[src/rtl/esc_setpoint_sequencer.sv]
// Slews the ESC period setpoint toward host targets, passing through zero on a direction change, and latches a stall fault.
// Latency: period_ref_o updates one clock after an accept or tick; cmd_ready is low in STOP, in FAULT, or while disabled.
module esc_setpoint_sequencer #(
  parameter int DATA_WIDTH = 16,
  parameter int TICK_DIV   = 65
) (
  input  logic                         clk,
  input  logic                         reset,
  input  logic                         enable,
  input  logic                         cmd_valid,
  output logic                         cmd_ready,
  input  logic signed [DATA_WIDTH-1:0] cmd_period,
  input  logic        [DATA_WIDTH-1:0] ramp_step,
  input  logic        [DATA_WIDTH-1:0] stall_limit,
  input  logic                         fault_clr,
  input  logic        [DATA_WIDTH-1:0] period_speed,
  output logic signed [DATA_WIDTH-1:0] period_ref_o,
  output logic                         pwm_en_o,
  output logic                         at_target,
  output logic                         fault_o,
  output logic        [2:0]            state_o
);
  localparam int CW = (TICK_DIV > 1) ? $clog2(TICK_DIV) : 1;

  typedef enum logic [2:0] {
    IDLE  = 3'd0,
    RAMP  = 3'd1,
    HOLD  = 3'd2,
    STOP  = 3'd3,
    FAULT = 3'd4
  } state_t;

  state_t                         state, state_nxt;
  logic signed [DATA_WIDTH-1:0]   ref_q, ref_nxt, target, target_nxt, stepped;
  logic        [DATA_WIDTH-1:0]   stall_cnt, stall_nxt, last_speed, step_eff;
  logic        [CW-1:0]           tick_cnt;
  logic                           tick, accept, stalled, stepping, active_nxt;

  // Move cur toward goal by at most step; the DW+1-bit difference keeps the compare free of wrap.
  function automatic logic signed [DATA_WIDTH-1:0] slew(
    input logic signed [DATA_WIDTH-1:0] cur,
    input logic signed [DATA_WIDTH-1:0] goal,
    input logic        [DATA_WIDTH-1:0] step
  );
    logic signed [DATA_WIDTH:0] diff;
    logic signed [DATA_WIDTH:0] mag;
    diff = {goal[DATA_WIDTH-1], goal} - {cur[DATA_WIDTH-1], cur};
    mag  = diff[DATA_WIDTH] ? -diff : diff;
    if (mag <= $signed({1'b0, step})) return goal;
    else if (diff[DATA_WIDTH])        return cur - step;
    else                              return cur + step;
  endfunction

  assign tick      = (tick_cnt == CW'(TICK_DIV - 1));
  assign cmd_ready = reset & enable & ((state == IDLE) || (state == RAMP) || (state == HOLD));
  assign accept    = cmd_valid & cmd_ready;
  assign step_eff  = (ramp_step == '0) ? {{(DATA_WIDTH-1){1'b0}}, 1'b1} : ramp_step;
  assign stepping  = tick & ((state == RAMP) || (state == STOP));
  assign stalled   = pwm_en_o & (stall_limit != '0) & (stall_cnt >= stall_limit);
  assign stepped   = slew(ref_q, (state == STOP) ? '0 : target, step_eff);

  always_comb begin
    state_nxt  = state;
    ref_nxt    = ref_q;
    target_nxt = target;
    if (state == FAULT) begin
      ref_nxt = '0;
      if (fault_clr) begin
        state_nxt  = IDLE;
        target_nxt = '0;
      end
    end else if (!enable) begin
      state_nxt  = IDLE;
      ref_nxt    = '0;
      target_nxt = '0;
    end else begin
      if (accept) target_nxt = cmd_period;
      if (stalled) begin
        state_nxt = FAULT;
        ref_nxt   = '0;
      end else begin
        // A step coinciding with an accept still heads for the old goal.
        if (stepping) begin
          ref_nxt = stepped;
          if ((state == RAMP) && (stepped == target)) state_nxt = (target == '0) ? IDLE : HOLD;
          if ((state == STOP) && (stepped == '0))     state_nxt = RAMP;
        end
        if (accept) begin
          if ((ref_q != '0) && (cmd_period != '0) &&
              (cmd_period[DATA_WIDTH-1] != ref_q[DATA_WIDTH-1])) state_nxt = STOP;
          else if (cmd_period != ref_q)                          state_nxt = RAMP;
          else if ((state == IDLE) && (cmd_period == '0))        state_nxt = IDLE;
          else                                                   state_nxt = stepping ? RAMP : HOLD;
        end
      end
    end
  end

  assign active_nxt = (state_nxt == RAMP) || (state_nxt == HOLD) || (state_nxt == STOP);

  always_comb begin
    stall_nxt = stall_cnt;
    if (!active_nxt) begin
      stall_nxt = '0;
    end else if (tick && pwm_en_o && (stall_limit != '0)) begin
      if (period_speed != last_speed) stall_nxt = '0;
      else if (stall_cnt != '1)       stall_nxt = stall_cnt + 1'b1;
    end
  end

  always_ff @(posedge clk or negedge reset) begin
    if (!reset) begin
      state      <= IDLE;
      ref_q      <= '0;
      target     <= '0;
      pwm_en_o   <= 1'b0;
      tick_cnt   <= '0;
      stall_cnt  <= '0;
      last_speed <= '0;
    end else begin
      state     <= state_nxt;
      ref_q     <= ref_nxt;
      target    <= target_nxt;
      pwm_en_o  <= active_nxt;
      tick_cnt  <= tick ? '0 : tick_cnt + 1'b1;
      stall_cnt <= stall_nxt;
      if (tick) last_speed <= period_speed;
    end
  end

  assign period_ref_o = ref_q;
  assign at_target    = (state == HOLD) && (ref_q == target);
  assign fault_o      = (state == FAULT);
  assign state_o      = state;

endmodule

[config.mk]
export PLATFORM = sky130hd
export DESIGN_NAME = esc_setpoint_sequencer
export DESIGN_NICKNAME = d
export VERILOG_FILES = /design/src/rtl/esc_setpoint_sequencer.sv
export SDC_FILE = /design/constraint.sdc
export NUM_CORES = 1
export LEC_CHECK = 0
export BUFFER_PORTS_ARGS = -buffer_cell sky130_fd_sc_hd__clkbuf_2
export CORE_MARGIN = 2
export CORE_UTILIZATION = 55
export DETAILED_ROUTE_END_ITERATION = 10
export PLACE_DENSITY_LB_ADDON = 0.3
export SLEW_MARGIN = 20
export SYNTH_ARGS = -nofsm -noshare
export SYNTH_HDL_FRONTEND = slang
export SYNTH_SLANG_ARGS = --single-unit
[constraint.sdc]
create_clock -name clk -period 6.2 [get_ports clk]
set_clock_uncertainty 0.2 [all_clocks]
set_input_delay 1.24 -clock clk [delete_from_list [all_inputs] [get_ports clk]]
set_output_delay 1.24 -clock clk [all_outputs]
set_load 0.1 [all_outputs]
==> results.py <==
metrics = {
    "power": {
        "switching_power_mw": 1.13,
        "power_density_mw_per_mm2": 234,
        "pwr-share-seq": 0.193,
        "netSwitchingFraction": 0.425,
        "combPwrFrac": 0.592,
        "peakVddDrop_mv": 0.168,
        "p_int_mw": 1.53,
        "pwr-share-clk": 0.215,
        "p_leak_nw": 5.19,
    },
    "global_route": {
        "grt_usage": 0.354,
        "grt_max_degree": 72,
        "grt_pass1_wl_um": 46900,
        "antenna_found_initial": 0,
        "first_global_vias": 9192,
        "grt_overflow": 0,
    },
    "timing": {
        "hold_viol": 0,
        "max_freq_mhz": 163,
        "worst_slew_pin_slew_ps": 999,
        "finalCritPeriodShare": 0.990,
        "setup_ws_ps": 64.3,
        "relSlewSlack": 0.334,
        "rsz0062_at_grt": "true",
        "final.setup.tns_ps": 0,
        "slew_viol_final": 0,
        "fin_crit_ps": 6140,
        "setup_viol": 0,
    },
    "routing": {
        "dr.pass1.iters": 6,
        "drt_iter0_drc": 857,
        "drc": 0,
        "wl_per_cell_um": 20.1,
        "vias": 9956,
        "vias_per_cell": 6.33,
        "final_antenna_net_count": 0,
        "totalWireLength_um": 31600,
    },
    "run": {
        "timing.max_cap.violations": 0,
    },
    "placed_design": {
        "dp_slack_ps": -139,
        "globalplace.congestion": 1.10,
        "place_area_mm2": 0.0104,
        "detailed_place_hpwl_um": 23300,
        "numPortBuffers": 91,
        "dp.cells": 1536,
    },
    "clocking": {
        "htree_levels": 3,
        "cts_tree": "yes",
        "root_buffer": "clkbuf_16",
        "cts.reportedPaths.clkPinSlew_ps": 60,
        "clkSinkCount": 75,
        "cts_made_buffers": 9,
        "cts_hold_buf": 0,
        "clock_path_buffers": 2,
        "clkLatencyLatePin_ps": 340,
    },
    "floorplan": {
        "ioPinCount": 92,
        "die_area_mm2": 0.0170,
        "core_area_mm2": 0.0158,
        "initial_utilization": 0.558,
        "die_w_um": 130,
        "num_rows": 46,
        "die_h_um": 130,
    },
    "min_path": {
        "min_from": "last_speed[8]$_DFFE_PN0N_",
        "hold_path.class": "reg2reg",
    },
    "logic_synthesis": {
        "syn_area_mm2": 0.00879,
        "netlist_instances": 1156,
        "avgSynthCellArea_um2": 7.61,
        "synth_nets": 1293,
        "synth_cell_types": 90,
        "synth_edf_count": 0,
        "ys_dominant_reg_cell": "dfrtp_1",
        "async_flop_share": 1.00,
        "yosysSeqAreaShare": 0.213,
        "ys.warnings.count": 0,
        "ys_ff_latch": 75,
    },
    "layout": {
        "final_common_cell": "nand2_1",
        "final_cell_area_mm2": 0.0113,
        "nFillCells": 1269,
        "antenna_cells": 0,
        "finalNonFillerCells": 1572,
        "area_growth_pct": 29.0,
        "drive_above_1_share": 0.281,
        "most-common-layout-cells": "nand2_1 (152), buf_4 (136), clkbuf_2 (90), inv_1 (73), dfrtp_1 (72)",
        "final_util": 0.719,
        "final_nets": 1488,
    },
    "worst_setup_path": {
        "cp_max_fo": 8,
        "cp.required_ps": 6200,
        "critPathLaunchType": "flip-flop",
        "r2r_start": "state_o[2]$_DFF_PN0_",
        "cp.arrival_ps": 6140,
        "worstSetupPathType": "reg2reg",
        "crit_start": "state_o[2]$_DFF_PN0_",
        "end_kind": "flip-flop",
    },
    "status": {
        "outcome": "complete, no violations",
    },
}
logic make-up (layout without fill, tap and decap cells):
family / Yosys count / count (layout) / share of synthesized area
AOI/OAI and AO/OA: 301 / 302 / 0.244
xor gates and xnor gates: 98 / 98 / 0.0993
adders and majority gates: 69 / 69 / 0.0996
buffers and inverters: 128 / 327 / 0.0611
DFF: 75 / 75 / 0.213
muxes: 1 / 1 / 0.00128
and+or+nand+nor: 484 / 484 / 0.282
through the flow:
| step | power (mW) | hold slack [ps] |
|---|---|---|
| after floorplan | 1.40 | 251 |
| after global placement | 1.87 | 276 |
| after detailed placement | 1.89 | 281 |
| after CTS | 2.46 | 297 |
| after global routing | 2.79 | 322 |
| final | 2.65 | 293 |
critical path, stage by stage (launching register included):
cell	delay, ps
dfrtp_4	480
nand3b_4	230
and2_4	220
ha_4	270
nand4_1	140
buf_4	170
o41ai_4	340
o21a_2	250
o21a_4	200
nand2_1	100
xnor2_2	280
ha_4	280
a21o_1	230
a31oi_4	210
a2111oi_4	110
o31a_1	310
a221o_1	360
xor2_2	200
a221o_1	330
a221oi_2	310
o2111ai_4	190
o21ai_4	280
clkbuf_16	220
o32ai_1	80
timing repair:
| item | in CTS | in global routing |
|---|---|---|
| cloned | 0 | 3 |
| setup endpoints to repair | 18 | 20 |
| setup buffers | 0 | 17 |
| pin swaps | 1 | 27 |
| resized for setup | 2 | 84 |
final cells by class:
class / count / area, um^2 / share of cell area
Multi-Input combinational cell: 954 / 6960 / 0.614
Sequential cell: 75 / 1890 / 0.166
Timing Repair Buffer: 234 / 1620 / 0.142
Inverter: 77 / 289 / 0.0255
Tap cell: 216 / 270 / 0.0238
Clock buffer: 10 / 229 / 0.0202
Clock inverter: 6 / 90.1 / 0.00794
sequential cells by signal, indices dropped and copies added (netlist names):
name	count
last_speed	16
pwm_en_o	1
target	16
period_ref_o	16
state_o	3
tick_cnt	7
stall_cnt	16
power by group through the flow:
stage          clock network, mW  registers, mW  logic, mW
2_1_floorplan                  0          0.533      0.864
3_3_place_gp                   0          0.520       1.35
3_5_place_dp                   0          0.520       1.37
4_1_cts                    0.570          0.511       1.38
5_1_grt                    0.597          0.512       1.68
6_report                   0.569          0.512       1.57
path summary, 6_finish.rpt:
path | cells past startpoint | slack, ps | end
hold / removal | 2 | 290 | last_speed[8]$_DFFE_PN0N_
hold reg to reg | 2 | 290 | last_speed[8]$_DFFE_PN0N_
setup / recovery | 23 | 60 | stall_cnt[1]$_DFFE_PN0P_
setup reg to reg | 23 | 60 | stall_cnt[1]$_DFFE_PN0P_
max in group asynchronous | 2 | 4070 | state_o[1]$_DFF_PN0_
min in group asynchronous | 1 | 500 | target[11]$_DFFE_PN0P_
cell usage after synthesis (31+ instances only):
| library cell | number | area [um^2] |
|---|---|---|
| xnor2_1 | 44 | 385 |
| nand4_1 | 31 | 194 |
| dfrtp_1 | 75 | 1880 |
| inv_1 | 75 | 282 |
| o21ai_0 | 69 | 345 |
| a21oi_1 | 46 | 230 |
| nor4_1 | 35 | 219 |
| nand2_1 | 157 | 589 |
| xor2_1 | 53 | 464 |
| nand3_1 | 36 | 180 |
| nor2_1 | 71 | 267 |
| ha_1 | 66 | 826 |
| clkbuf_1 | 37 | 139 |
per-layer routing:
layer | track usage | wire, um | vias to the layer above | part of all wire
met1 | 0.432 | 12000 | 4646 | 0.38
met2 | 0.601 | 15000 | 543 | 0.47
met5 | 0 | 0 | - | 0
li1 | - | - | 4599 | -
met3 | 0.0533 | 2480 | 168 | 0.079
met4 | 0.197 | 2150 | 0 | 0.068
Power figures use the tool's default switching activity.
